`config.mk`:
```
export PLATFORM = sky130hd
export DESIGN_NAME = mips_cpu_lsu
export DESIGN_NICKNAME = d
export VERILOG_FILES = /design/src/rtl/mips_cpu_lsu_pkg.sv /design/src/rtl/mips_cpu_lsu_align.sv /design/src/rtl/mips_cpu_lsu.sv
export SDC_FILE = /design/constraint.sdc
export NUM_CORES = 1
export LEC_CHECK = 0
export CORE_MARGIN = 1
export CORE_UTILIZATION = 30
export DETAILED_ROUTE_END_ITERATION = 10
export GPL_TIMING_DRIVEN = 0
export MAX_ROUTING_LAYER = met4
export PLACE_DENSITY = 0.52
export SETUP_SLACK_MARGIN = 0.5
export SLEW_MARGIN = 10
export SYNTH_ARGS = -nofsm -noshare
export SYNTH_HDL_FRONTEND = slang
export SYNTH_SLANG_ARGS = --single-unit
```
`constraint.sdc`:
```
create_clock -name clk -period 6.1 [get_ports clk]
set_clock_uncertainty 0.1 [all_clocks]
set_input_delay 1.83 -clock clk [delete_from_list [all_inputs] [get_ports clk]]
set_output_delay 1.83 -clock clk [all_outputs]
set_load 0.02 [all_outputs]
```
`src/rtl/mips_cpu_lsu_pkg.sv`:
```
// ---------------------------------------------------------------------------
// mips_cpu_lsu_pkg
//   Shared types and helpers for the MIPS load/store unit.
//   - lsu_op_t    : 4-bit load/store operation encodings
//   - lsu_state_t : LSU sequencing states
//   - lane/shift constants used by the alignment datapath
//   - is_load / is_store / is_busy_state / misaligned helper functions
// ---------------------------------------------------------------------------
package mips_cpu_lsu_pkg;

    typedef enum logic [3:0] {
        OP_LB  = 4'h0,
        OP_LBU = 4'h1,
        OP_LH  = 4'h2,
        OP_LHU = 4'h3,
        OP_LW  = 4'h4,
        OP_LWL = 4'h5,
        OP_LWR = 4'h6,
        OP_SB  = 4'h8,
        OP_SH  = 4'h9,
        OP_SW  = 4'hA
    } lsu_op_t;

    typedef enum logic [2:0] {
        ST_IDLE   = 3'd0,
        ST_RD     = 3'd1,
        ST_WR     = 3'd2,
        ST_RMW_RD = 3'd3,
        ST_RMW_WR = 3'd4,
        ST_DONE   = 3'd5
    } lsu_state_t;

    localparam int WORD_W = 32;
    localparam int HALF_W = 16;
    localparam int BYTE_W = 8;

    function automatic logic is_load(input lsu_op_t op);
        return op inside {OP_LB, OP_LBU, OP_LH, OP_LHU, OP_LW, OP_LWL, OP_LWR};
    endfunction

    function automatic logic is_store(input lsu_op_t op);
        return op inside {OP_SB, OP_SH, OP_SW};
    endfunction

    // States in which the LSU owns the memory port and cannot take a request.
    function automatic logic is_busy_state(input lsu_state_t st);
        return st inside {ST_RD, ST_WR, ST_RMW_RD, ST_RMW_WR};
    endfunction

    // Halfword ops need a[0]==0, word ops need a[1:0]==0. LWL/LWR and byte
    // ops accept any alignment.
    function automatic logic misaligned(input lsu_op_t op, input logic [1:0] a);
        case (op)
            OP_LH, OP_LHU, OP_SH: return a[0];
            OP_LW, OP_SW:         return (a != 2'b00);
            default:              return 1'b0;
        endcase
    endfunction

endpackage

```
`src/rtl/mips_cpu_lsu_align.sv`:
```
// ---------------------------------------------------------------------------
// mips_cpu_lsu_align
//   Combinational data alignment for the LSU.
//   Ports:
//     op         in  : operation being executed
//     byte_off   in  : request address bits [1:0]
//     mem_word   in  : word returned by data memory (little-endian lanes)
//     rt_old     in  : previous rt value, merged by LWL/LWR
//     wdata      in  : store data (rt)
//     load_data  out : extended / merged load result
//     store_word out : word to write back (sub-word lanes replaced)
// ---------------------------------------------------------------------------
module mips_cpu_lsu_align
    import mips_cpu_lsu_pkg::*;
(
    input  lsu_op_t     op,
    input  logic [1:0]  byte_off,
    input  logic [31:0] mem_word,
    input  logic [31:0] rt_old,
    input  logic [31:0] wdata,
    output logic [31:0] load_data,
    output logic [31:0] store_word
);

    logic [4:0]  byte_shift;
    logic [4:0]  half_shift;
    logic [7:0]  byte_sel;
    logic [15:0] half_sel;

    always_comb begin
        byte_shift = {byte_off, 3'b000};
        half_shift = {byte_off[1], 4'b0000};
        byte_sel   = mem_word[byte_shift +: BYTE_W];
        half_sel   = mem_word[half_shift +: HALF_W];

        load_data = '0;
        case (op)
            OP_LB:  load_data = {{24{byte_sel[7]}}, byte_sel};
            OP_LBU: load_data = {24'h000000, byte_sel};
            OP_LH:  load_data = {{16{half_sel[15]}}, half_sel};
            OP_LHU: load_data = {16'h0000, half_sel};
            OP_LW:  load_data = mem_word;
            // LWL: memory bytes 0..k land in the top of rt, low bytes of rt kept.
            OP_LWL: begin
                case (byte_off)
                    2'd0:    load_data = {mem_word[7:0],  rt_old[23:0]};
                    2'd1:    load_data = {mem_word[15:0], rt_old[15:0]};
                    2'd2:    load_data = {mem_word[23:0], rt_old[7:0]};
                    default: load_data = mem_word;
                endcase
            end
            // LWR: memory bytes k..3 land in the bottom of rt, high bytes kept.
            OP_LWR: begin
                case (byte_off)
                    2'd0:    load_data = mem_word;
                    2'd1:    load_data = {rt_old[31:24], mem_word[31:8]};
                    2'd2:    load_data = {rt_old[31:16], mem_word[31:16]};
                    default: load_data = {rt_old[31:8],  mem_word[31:24]};
                endcase
            end
            default: load_data = '0;
        endcase

        store_word = mem_word;
        case (op)
            OP_SB:   store_word[byte_shift +: BYTE_W] = wdata[7:0];
            OP_SH:   store_word[half_shift +: HALF_W] = wdata[15:0];
            OP_SW:   store_word = wdata;
            default: store_word = mem_word;
        endcase
    end

endmodule

```
`src/rtl/mips_cpu_lsu.sv`:
```
// ---------------------------------------------------------------------------
// mips_cpu_lsu
//   Load/store unit between the execute stage and a word-wide data memory
//   without byte enables. Sub-word stores are done as read-modify-write.
//   Ports:
//     clk, reset (sync, active-low), clk_enable (0 freezes all state)
//     req_valid/req_op/req_addr/req_wdata/req_rt_old : request from execute
//     busy          : LSU cannot accept a request this cycle
//     resp_valid    : one-cycle completion pulse (in DONE)
//     resp_rdata    : load result, 0 for stores and errors
//     addr_error    : misaligned access flag, valid with resp_valid
//     mem_*         : word-aligned memory port (1-cycle read latency)
//     dbg_state     : current FSM state, for observation only
//
//   Handshake: a request is taken on a posedge where req_valid=1, busy=0 and
//   clk_enable=1. busy is low only in IDLE and DONE, so a new request can be
//   taken in the same cycle that resp_valid pulses. resp_valid is a single
//   cycle pulse with no back-pressure.
// ---------------------------------------------------------------------------
module mips_cpu_lsu
    import mips_cpu_lsu_pkg::*;
#(
    parameter int ADDR_W = 32,
    parameter int DATA_W = 32
) (
    input  logic              clk,
    input  logic              reset,
    input  logic              clk_enable,
    input  logic              req_valid,
    input  logic [3:0]        req_op,
    input  logic [ADDR_W-1:0] req_addr,
    input  logic [DATA_W-1:0] req_wdata,
    input  logic [DATA_W-1:0] req_rt_old,
    output logic              busy,
    output logic              resp_valid,
    output logic [DATA_W-1:0] resp_rdata,
    output logic              addr_error,
    output logic [ADDR_W-1:0] mem_address,
    output logic              mem_read,
    output logic              mem_write,
    output logic [DATA_W-1:0] mem_writedata,
    input  logic [DATA_W-1:0] mem_readdata,
    output lsu_state_t        dbg_state
);

    if (DATA_W != 32) begin : g_data_w_check
        $error("mips_cpu_lsu: DATA_W must be 32");
    end

    lsu_state_t        state_q, state_d;
    lsu_op_t           op_q, op_d;
    logic [ADDR_W-1:0] addr_q, addr_d;
    logic [DATA_W-1:0] wdata_q, wdata_d;
    logic [DATA_W-1:0] rt_old_q, rt_old_d;
    logic              err_q, err_d;

    logic [DATA_W-1:0] load_data;
    logic [DATA_W-1:0] store_word;
    logic              mem_write_c;
    lsu_op_t           req_op_e;

    assign req_op_e = lsu_op_t'(req_op);

    mips_cpu_lsu_align u_align (
        .op         (op_q),
        .byte_off   (addr_q[1:0]),
        .mem_word   (mem_readdata),
        .rt_old     (rt_old_q),
        .wdata      (wdata_q),
        .load_data  (load_data),
        .store_word (store_word)
    );

    // State and request registers. Reset takes priority over clk_enable.
    always_ff @(posedge clk) begin
        if (!reset) begin
            state_q  <= ST_IDLE;
            op_q     <= OP_LB;
            addr_q   <= '0;
            wdata_q  <= '0;
            rt_old_q <= '0;
            err_q    <= 1'b0;
        end else if (clk_enable) begin
            state_q  <= state_d;
            op_q     <= op_d;
            addr_q   <= addr_d;
            wdata_q  <= wdata_d;
            rt_old_q <= rt_old_d;
            err_q    <= err_d;
        end
    end

    // Next-state and request latch.
    always_comb begin
        state_d  = state_q;
        op_d     = op_q;
        addr_d   = addr_q;
        wdata_d  = wdata_q;
        rt_old_d = rt_old_q;
        err_d    = err_q;

        case (state_q)
            ST_IDLE, ST_DONE: begin
                if (req_valid) begin
                    op_d     = req_op_e;
                    addr_d   = req_addr;
                    wdata_d  = req_wdata;
                    rt_old_d = req_rt_old;
                    err_d    = misaligned(req_op_e, req_addr[1:0]);
                    if (misaligned(req_op_e, req_addr[1:0])) begin
                        state_d = ST_DONE;
                    end else if (is_load(req_op_e)) begin
                        state_d = ST_RD;
                    end else if (req_op_e == OP_SW) begin
                        state_d = ST_WR;
                    end else if (is_store(req_op_e)) begin
                        state_d = ST_RMW_RD;
                    end else begin
                        // Unassigned encoding: complete with no memory access.
                        state_d = ST_DONE;
                    end
                end else begin
                    state_d = ST_IDLE;
                end
            end
            ST_RD:     state_d = ST_DONE;
            ST_WR:     state_d = ST_DONE;
            ST_RMW_RD: state_d = ST_RMW_WR;
            ST_RMW_WR: state_d = ST_DONE;
            default:   state_d = ST_IDLE;
        endcase
    end

    // Outputs decoded from the registered state. Memory read data arrives
    // one cycle after mem_read, i.e. in DONE (loads) or RMW_WR (sub-word stores).
    always_comb begin
        busy          = is_busy_state(state_q);
        resp_valid    = 1'b0;
        resp_rdata    = '0;
        addr_error    = 1'b0;
        mem_address   = {addr_q[ADDR_W-1:2], 2'b00};
        mem_read      = 1'b0;
        mem_write_c   = 1'b0;
        mem_writedata = '0;

        case (state_q)
            ST_RD:     mem_read = 1'b1;
            ST_RMW_RD: mem_read = 1'b1;
            ST_WR: begin
                mem_write_c   = 1'b1;
                mem_writedata = wdata_q;
            end
            ST_RMW_WR: begin
                mem_write_c   = 1'b1;
                mem_writedata = store_word;
            end
            ST_DONE: begin
                resp_valid = 1'b1;
                addr_error = err_q;
                if (!err_q && is_load(op_q)) begin
                    resp_rdata = load_data;
                end
            end
            default: ;
        endcase
    end

    // Block the write on the very edge that reset is applied so an
    // abandoned store never reaches memory.
    assign mem_write = mem_write_c & reset;
    assign dbg_state = state_q;

endmodule

```
==> results of run 1 <==
through the flow:
| stage | hold slack [ns] | instances | setup slack [ns] | setup TNS [ns] |
|---|---|---|---|---|
| 2_1_floorplan | 0.339 | 981 | 1.11 | 0 |
| 3_3_place_gp | 0.348 | 1538 | -0.150 | -1.34 |
| 3_5_place_dp | 0.354 | 1538 | -0.154 | -1.72 |
| 4_1_cts | 0.366 | 1555 | 0.507 | 0 |
| 5_1_grt | 0.386 | 1556 | 0.490 | 0 |
| 6_report | 0.362 | 1556 | 0.502 | 0 |
cell families after synthesis:
kind of cell	after synthesis	synth area share [%]
simple gates	378	23.4
buf+inv	133	9.16
other cells	1	0.0507
fa+ha+maj	6	1.01
mux	18	2.45
flops	104	28.1
compound gates	337	35.4
xor+xnor	3	0.355
placed cells by master (no fill, tap or decap), types with 21 or more instances in the layout:
| cell type | n |
|---|---|
| nand2b_1 | 21 |
| buf_2 | 29 |
| dfxtp_1 | 104 |
| a22oi_1 | 35 |
| a21boi_0 | 101 |
| a31oi_1 | 26 |
| nand2_1 | 270 |
| a32oi_1 | 23 |
| clkbuf_1 | 46 |
| buf_4 | 35 |
| dlygate4sd2_1 | 35 |
| clkdlybuf4s50_1 | 179 |
state kept, by name, summed over array words and instances, names as in the netlist:
name	count
addr_q	32
dbg_state	3
err_q	1
op_q	4
rt_old_q	32
wdata_q	32
cell type report:
| cell class | instances | area [µm²] | area share [%] |
|---|---|---|---|
| multi-input combinational | 744 | 4730 | 45.1 |
| timing repair buffer | 234 | 2260 | 21.5 |
| sequential | 104 | 2080 | 19.8 |
| buffer | 119 | 642 | 6.12 |
| tap | 324 | 405 | 3.86 |
| clock buffer | 10 | 229 | 2.18 |
| clock inverter | 6 | 86.3 | 0.823 |
| inverter | 14 | 53.8 | 0.513 |
| antenna | 1 | 2.50 | 0.0239 |
layer usage:
| metal | global-route usage (%) | part of all wire (%) |
|---|---|---|
| met2 | 40.3 | 44 |
| met3 | 6.64 | 9.9 |
| met5 | - | 0 |
| met1 | 34.6 | 43 |
| met4 | 8.44 | 3.0 |
report_power, final:
part           internal, W  switching [W]  leakage, nW  total [W]
registers         0.000725      0.0000436        0.847   0.000769
clock network     0.000331       0.000307        0.154   0.000638
logic             0.000299       0.000394         2.74   0.000692
total              0.00135       0.000744         3.74    0.00210
cell usage after synthesis, drive strengths merged, types with 16 or more instances:
cell | count | area, µm²
a22oi | 35 | 263
dfxtp | 104 | 2080
nand3 | 16 | 80.1
a32oi | 23 | 201
a21boi | 101 | 758
o21ai | 19 | 98.9
a31oi | 26 | 163
clkbuf | 49 | 184
nand2b | 21 | 131
a21oi | 20 | 104
nand2 | 270 | 1010
nor2b | 16 | 100
a222oi | 17 | 170
buf | 70 | 442
mux2i | 17 | 170
worst max-delay path: stages:
cell and delay (ns):
dlygate4sd2_1 0.55, mux2i_1 0.15, nand2_1 0.10, nand3_1 0.12, a31oi_1 0.27, clkdlybuf4s50_1 0.65
path summary, 6_finish.rpt:
check | cells past startpoint | slack (ns) | to
setup / recovery | 6 | 0.50 | resp_rdata[2]
hold / removal | 2 | 0.36 | wdata_q[18]
setup reg to reg | 6 | 3.67 | op_q[0]
hold reg to reg | 2 | 0.36 | wdata_q[18]
what timing repair did:
item	4_1_cts	5_1_grt
setup buffers	1	0
hold buffers	0	0
pin swaps	0	1
endpoints found under the setup margin	64	12
gates resized for setup	70	33
==> flow_summary.json, run 1 <==
{
  "outcome": "completed",
  "nets": 1368,
  "dr.pass1.iters": 8,
  "slew_headroom_pct": 32.7,
  "grt_pass1_wl_um": 50200,
  "hold_start": "wdata_q[18]",
  "post_drt_wl_per_cell_um": 21.5,
  "start_util_pct": 30.5,
  "antenna_found_initial": 1,
  "num_vias": 8610,
  "cp-end-kind": "output pin",
  "die_h_um": 159,
  "drv_cap": 0,
  "area_growth_pct": 41.7,
  "drive_gt1_share_pct": 10.4,
  "die_area_um2": 25300,
  "ys_seq_elements": 104,
  "stdcell_area_um2": 10500,
  "slew_viol_final": 0,
  "num_io_pins": 240,
  "cp.required_ns": 4.17,
  "min_path_type": "reg2reg",
  "p_leak_nw": 3.74,
  "route.detailed.drc": 0,
  "hold_viol_final": 0,
  "power_w": 0.00210,
  "grt_usage_pct": 26.6,
  "synthFlopType": "dfxtp_1",
  "post-route-min-period_ns": 5.60,
  "core_area_um2": 24200,
  "final_antenna_net_count": 0,
  "worstPathMaxFanout": 7,
  "powerDensity_nw_per_um2": 200,
  "crit_path_start": "mem_readdata[18]",
  "die_width_um": 159,
  "place_congestion": 0.967,
  "grt_pass1_vias": 8255,
  "ir_drop_mv": 0.118,
  "rsz0062_at_grt": "yes",
  "numCtsBuffers": 9,
  "fmax_mhz": 179,
  "synth_cells": 980,
  "cts_tree": "done",
  "period_share_pct": 91.8,
  "clkTransAtPathRegs_ns": 0.08,
  "grt.overflow.total": 0,
  "synth_edf_count": 0,
  "cts_root_buf": "clkbuf_16",
  "dp_hpwl_um": 25000,
  "worst_pin_slew_ns": 1.01,
  "r2r-start": "dbg_state[1]",
  "fillCellCount": 2602,
  "clock-sinks": 104,
  "final_core_util_pct": 43.3,
  "setup_viol": 0,
  "critPathLaunchType": "primary input",
  "yosys.cell_types.count": 71,
  "port_buffers": 233,
  "viasPerCell": 5.53,
  "clockBufferDepth": 2,
  "post_dp_cell_area_um2": 10100,
  "wl_um": 33400,
  "arrival_ns": 3.67,
  "syn_area_um2": 7400,
  "critPathKind": "in2out",
  "dr.first_iter.drc_count": 871,
  "synthArstFlopShare_pct": 0,
  "ys_seq_area_share_pct": 28.1,
  "row_count": 57,
  "synth_warnings": 0,
  "avgSynthCellArea_um2": 7.55,
  "htree_levels": 3,
  "clk_latency_ns": 0.36,
  "grt_max_degree": 20
}
(Power assumes the default switching activity.)
==> inputs of run 2 (changes only) <==
--- a/config.mk
+++ b/config.mk
@@ -6,13 +6,14 @@
 export NUM_CORES = 1
 export LEC_CHECK = 0
 export CORE_MARGIN = 1
-export CORE_UTILIZATION = 30
+export CORE_UTILIZATION = 33
 export DETAILED_ROUTE_END_ITERATION = 10
 export GPL_TIMING_DRIVEN = 0
 export MAX_ROUTING_LAYER = met4
-export PLACE_DENSITY = 0.52
+export PLACE_DENSITY_LB_ADDON = 0.05
 export SETUP_SLACK_MARGIN = 0.5
 export SLEW_MARGIN = 10
 export SYNTH_ARGS = -nofsm -noshare
 export SYNTH_HDL_FRONTEND = slang
 export SYNTH_SLANG_ARGS = --single-unit
+export TNS_END_PERCENT = 10
==> run 2 against run 1 <==
Against the previous run:
- the run now ends with DRC left
- via count fell by 0.19%
- final area about the same
- utilization is 4.7 points higher
- die area fell by 9.0%
- sequential share of layout area is essentially flat
- fmax fell by 1.9%
- critical path depth stayed put
- first-iteration DRC count down 0.92%
- clock-buffer cell count unchanged
- sequential power about the same
- hold slack improved by 0.0017 ns
- clock power is 2% lower
==> flow_summary.json, run 2 (synthesis gave the netlist of run 1 again) <==
{
  "most-common-layout-cells": "nand2_1 (270), clkdlybuf4s50_1 (195), dfxtp_1 (104)",
  "grt.overflow.total": 0,
  "grt_pass1_wl_um": 47300,
  "grt_usage_pct": 28.6,
  "dp_hpwl_um": 24300,
  "core_area_um2": 21900,
  "crit_end": "resp_rdata[1]",
  "wl_met3_um": 3160,
  "reg2reg_to": "rt_old_q[2]",
  "clkTransAtPathRegs_ns": 0.08,
  "cp-end-kind": "output pin",
  "critPathMaxStageDelay_ns": 0.65,
  "whs_ns": 0.364,
  "wl_um": 32400,
  "drv_cap": 0,
  "row_count": 54,
  "failed_checks": "DRC",
  "reg2regPathDepth": 6,
  "cts_tree": "done",
  "arrival_ns": 3.77,
  "post_drt_wl_per_cell_um": 21.4,
  "power_w": 0.00209,
  "route.detailed.drc": 8,
  "antennaDiodeCount": 0,
  "dpl.cell_count": 1494,
  "clk_latency_ns": 0.36,
  "htree_levels": 3,
  "dr.first_iter.drc_count": 863,
  "rsz0062_at_grt": "yes",
  "num_vias": 8594,
  "cp.depth": 6,
  "die_area_um2": 23000,
  "die_h_um": 152,
  "worst_pin_slew_ns": 1.12,
  "critPathLaunchType": "primary input",
  "period_share_pct": 93.5,
  "p_leak_nw": 3.70,
  "powerDensity_nw_per_um2": 199,
  "layout_commonest_cell": "nand2_1",
  "fmax_mhz": 175,
  "nets": 1372,
  "slew_viol_final": 0,
  "die_width_um": 152,
  "crit_chain": "dlygate4sd2_1, mux2i_1, nand2_1, nand3_1, a31oi_1, clkdlybuf4s50_1",
  "area_growth_pct": 41.9,
  "post_dp_cell_area_um2": 10100,
  "drt-met1-wl_um": 13700,
  "grt_max_degree": 20,
  "wl_met2_um": 14100,
  "stdcell_area_um2": 10500,
  "viasPerCell": 5.67,
  "highest_layer": "met4",
  "start_util_pct": 33.8,
  "antenna_found_initial": 0,
  "num_io_pins": 240,
  "r2r_slack_ns": 3.71,
  "final_antenna_net_count": 0,
  "outcome": "finished, violations left",
  "slew_headroom_pct": 25.0,
  "grt_pass1_vias": 7893,
  "hold_viol_final": 0,
  "min_path_type": "reg2reg",
  "cp.required_ns": 4.17,
  "cp_slowest_cell": "clkdlybuf4s50_1",
  "setup_viol": 0,
  "dr.pass1.iters": 11,
  "worstPathMaxFanout": 7,
  "crit_buf_inv": 2,
  "numCtsBuffers": 9,
  "finalSetupTns_ns": 0,
  "port_buffers": 233,
  "post-route-min-period_ns": 5.70,
  "clockBufferDepth": 2,
  "cts_root_buf": "clkbuf_16",
  "drive_gt1_share_pct": 10.1,
  "r2r-start": "dbg_state[1]",
  "top_regs": "addr_q x32, rt_old_q x32, wdata_q x32",
  "crit_path_start": "mem_readdata[25]",
  "final_cells": 1515,
  "critPathKind": "in2out",
  "place_congestion": 0.949,
  "critPathTopFamily": "buffers and inverters",
  "ir_drop_mv": 0.153,
  "clock-sinks": 104
}
==> run 2: cell types whose count changed in the layout (fill, tap and decap cells not counted), sizes merged <==
| cell | delta |
|---|---|
| clkdlybuf4s15 | -5 |
| clkbuf | -7 |
| dlymetal6s2s | +4 |
| clkinv | -1 |
| diode | -1 |
| dlygate4sd2 | -8 |
| buf | +4 |
| clkinvlp | +1 |
| clkdlybuf4s50 | +16 |
==> run 2: power by group <==
| group | switching (W) | internal, W |
|---|---|---|
| clock | 0.000295 | 0.000330 |
| sequential | 0.0000431 | 0.000725 |
| combinational | 0.000392 | 0.000308 |
| total | 0.000730 | 0.00136 |
==> run 2: how the worst min path moves through the flow <==
stage	start	to	slack (ns)	depth (start not counted)
floorplan	wdata_q[16]	wdata_q[16]	0.34	2
global placement	wdata_q[21]	wdata_q[21]	0.35	2
detailed placement	addr_q[5]	addr_q[5]	0.36	2
CTS	addr_q[27]	addr_q[27]	0.37	2
global route	addr_q[27]	addr_q[27]	0.38	2
finish	addr_q[5]	addr_q[5]	0.36	2
==> run 2: what timing repair did <==
action / in CTS / in global routing
pin swaps: 1 / 1
hold buffers: 0 / 0
setup buffers: 1 / 4
endpoints found under the setup margin: 64 / 47
gates resized for setup: 48 / 20
cloned: 0 / 0
==> run 2: worst reg2reg max path, stage by stage, from the launching register on <==
cell      delay [ns]
dfxtp_1         0.40
nand3b_1        0.27
nor2_1          0.44
buf_2           0.38
clkbuf_1        0.45
nand2_1         0.13
a21boi_0        0.16
==> run 2: layout make-up <==
| cell class | count | area [µm²] |
|---|---|---|
| timing repair buffer | 238 | 2340 |
| fill | 2313 | 11400 |
| clock buffer | 10 | 229 |
| clock inverter | 6 | 85.1 |
| inverter | 14 | 53.8 |
| multi-input combinational | 744 | 4710 |
| sequential | 104 | 2080 |
| tap | 280 | 350 |
| buffer | 119 | 643 |
==> run 2: layer usage <==
| layer | GRT usage (%) | vias to the layer above |
|---|---|---|
| li1 | - | 4035 |
| met1 | 37.0 | 3993 |
| met2 | 42.7 | 480 |
| met3 | 5.03 | 86 |
| met4 | 14.0 | 0 |
| met5 | - | - |
==> run 2: per-stage QoR <==
step | utilization, % | setup slack, ns
floorplan | - | 1.11
global placement | 46.1 | -0.167
detailed placement | 46.1 | -0.166
CTS | 47.7 | 0.386
global route | 48.0 | 0.388
finish | 48.0 | 0.395
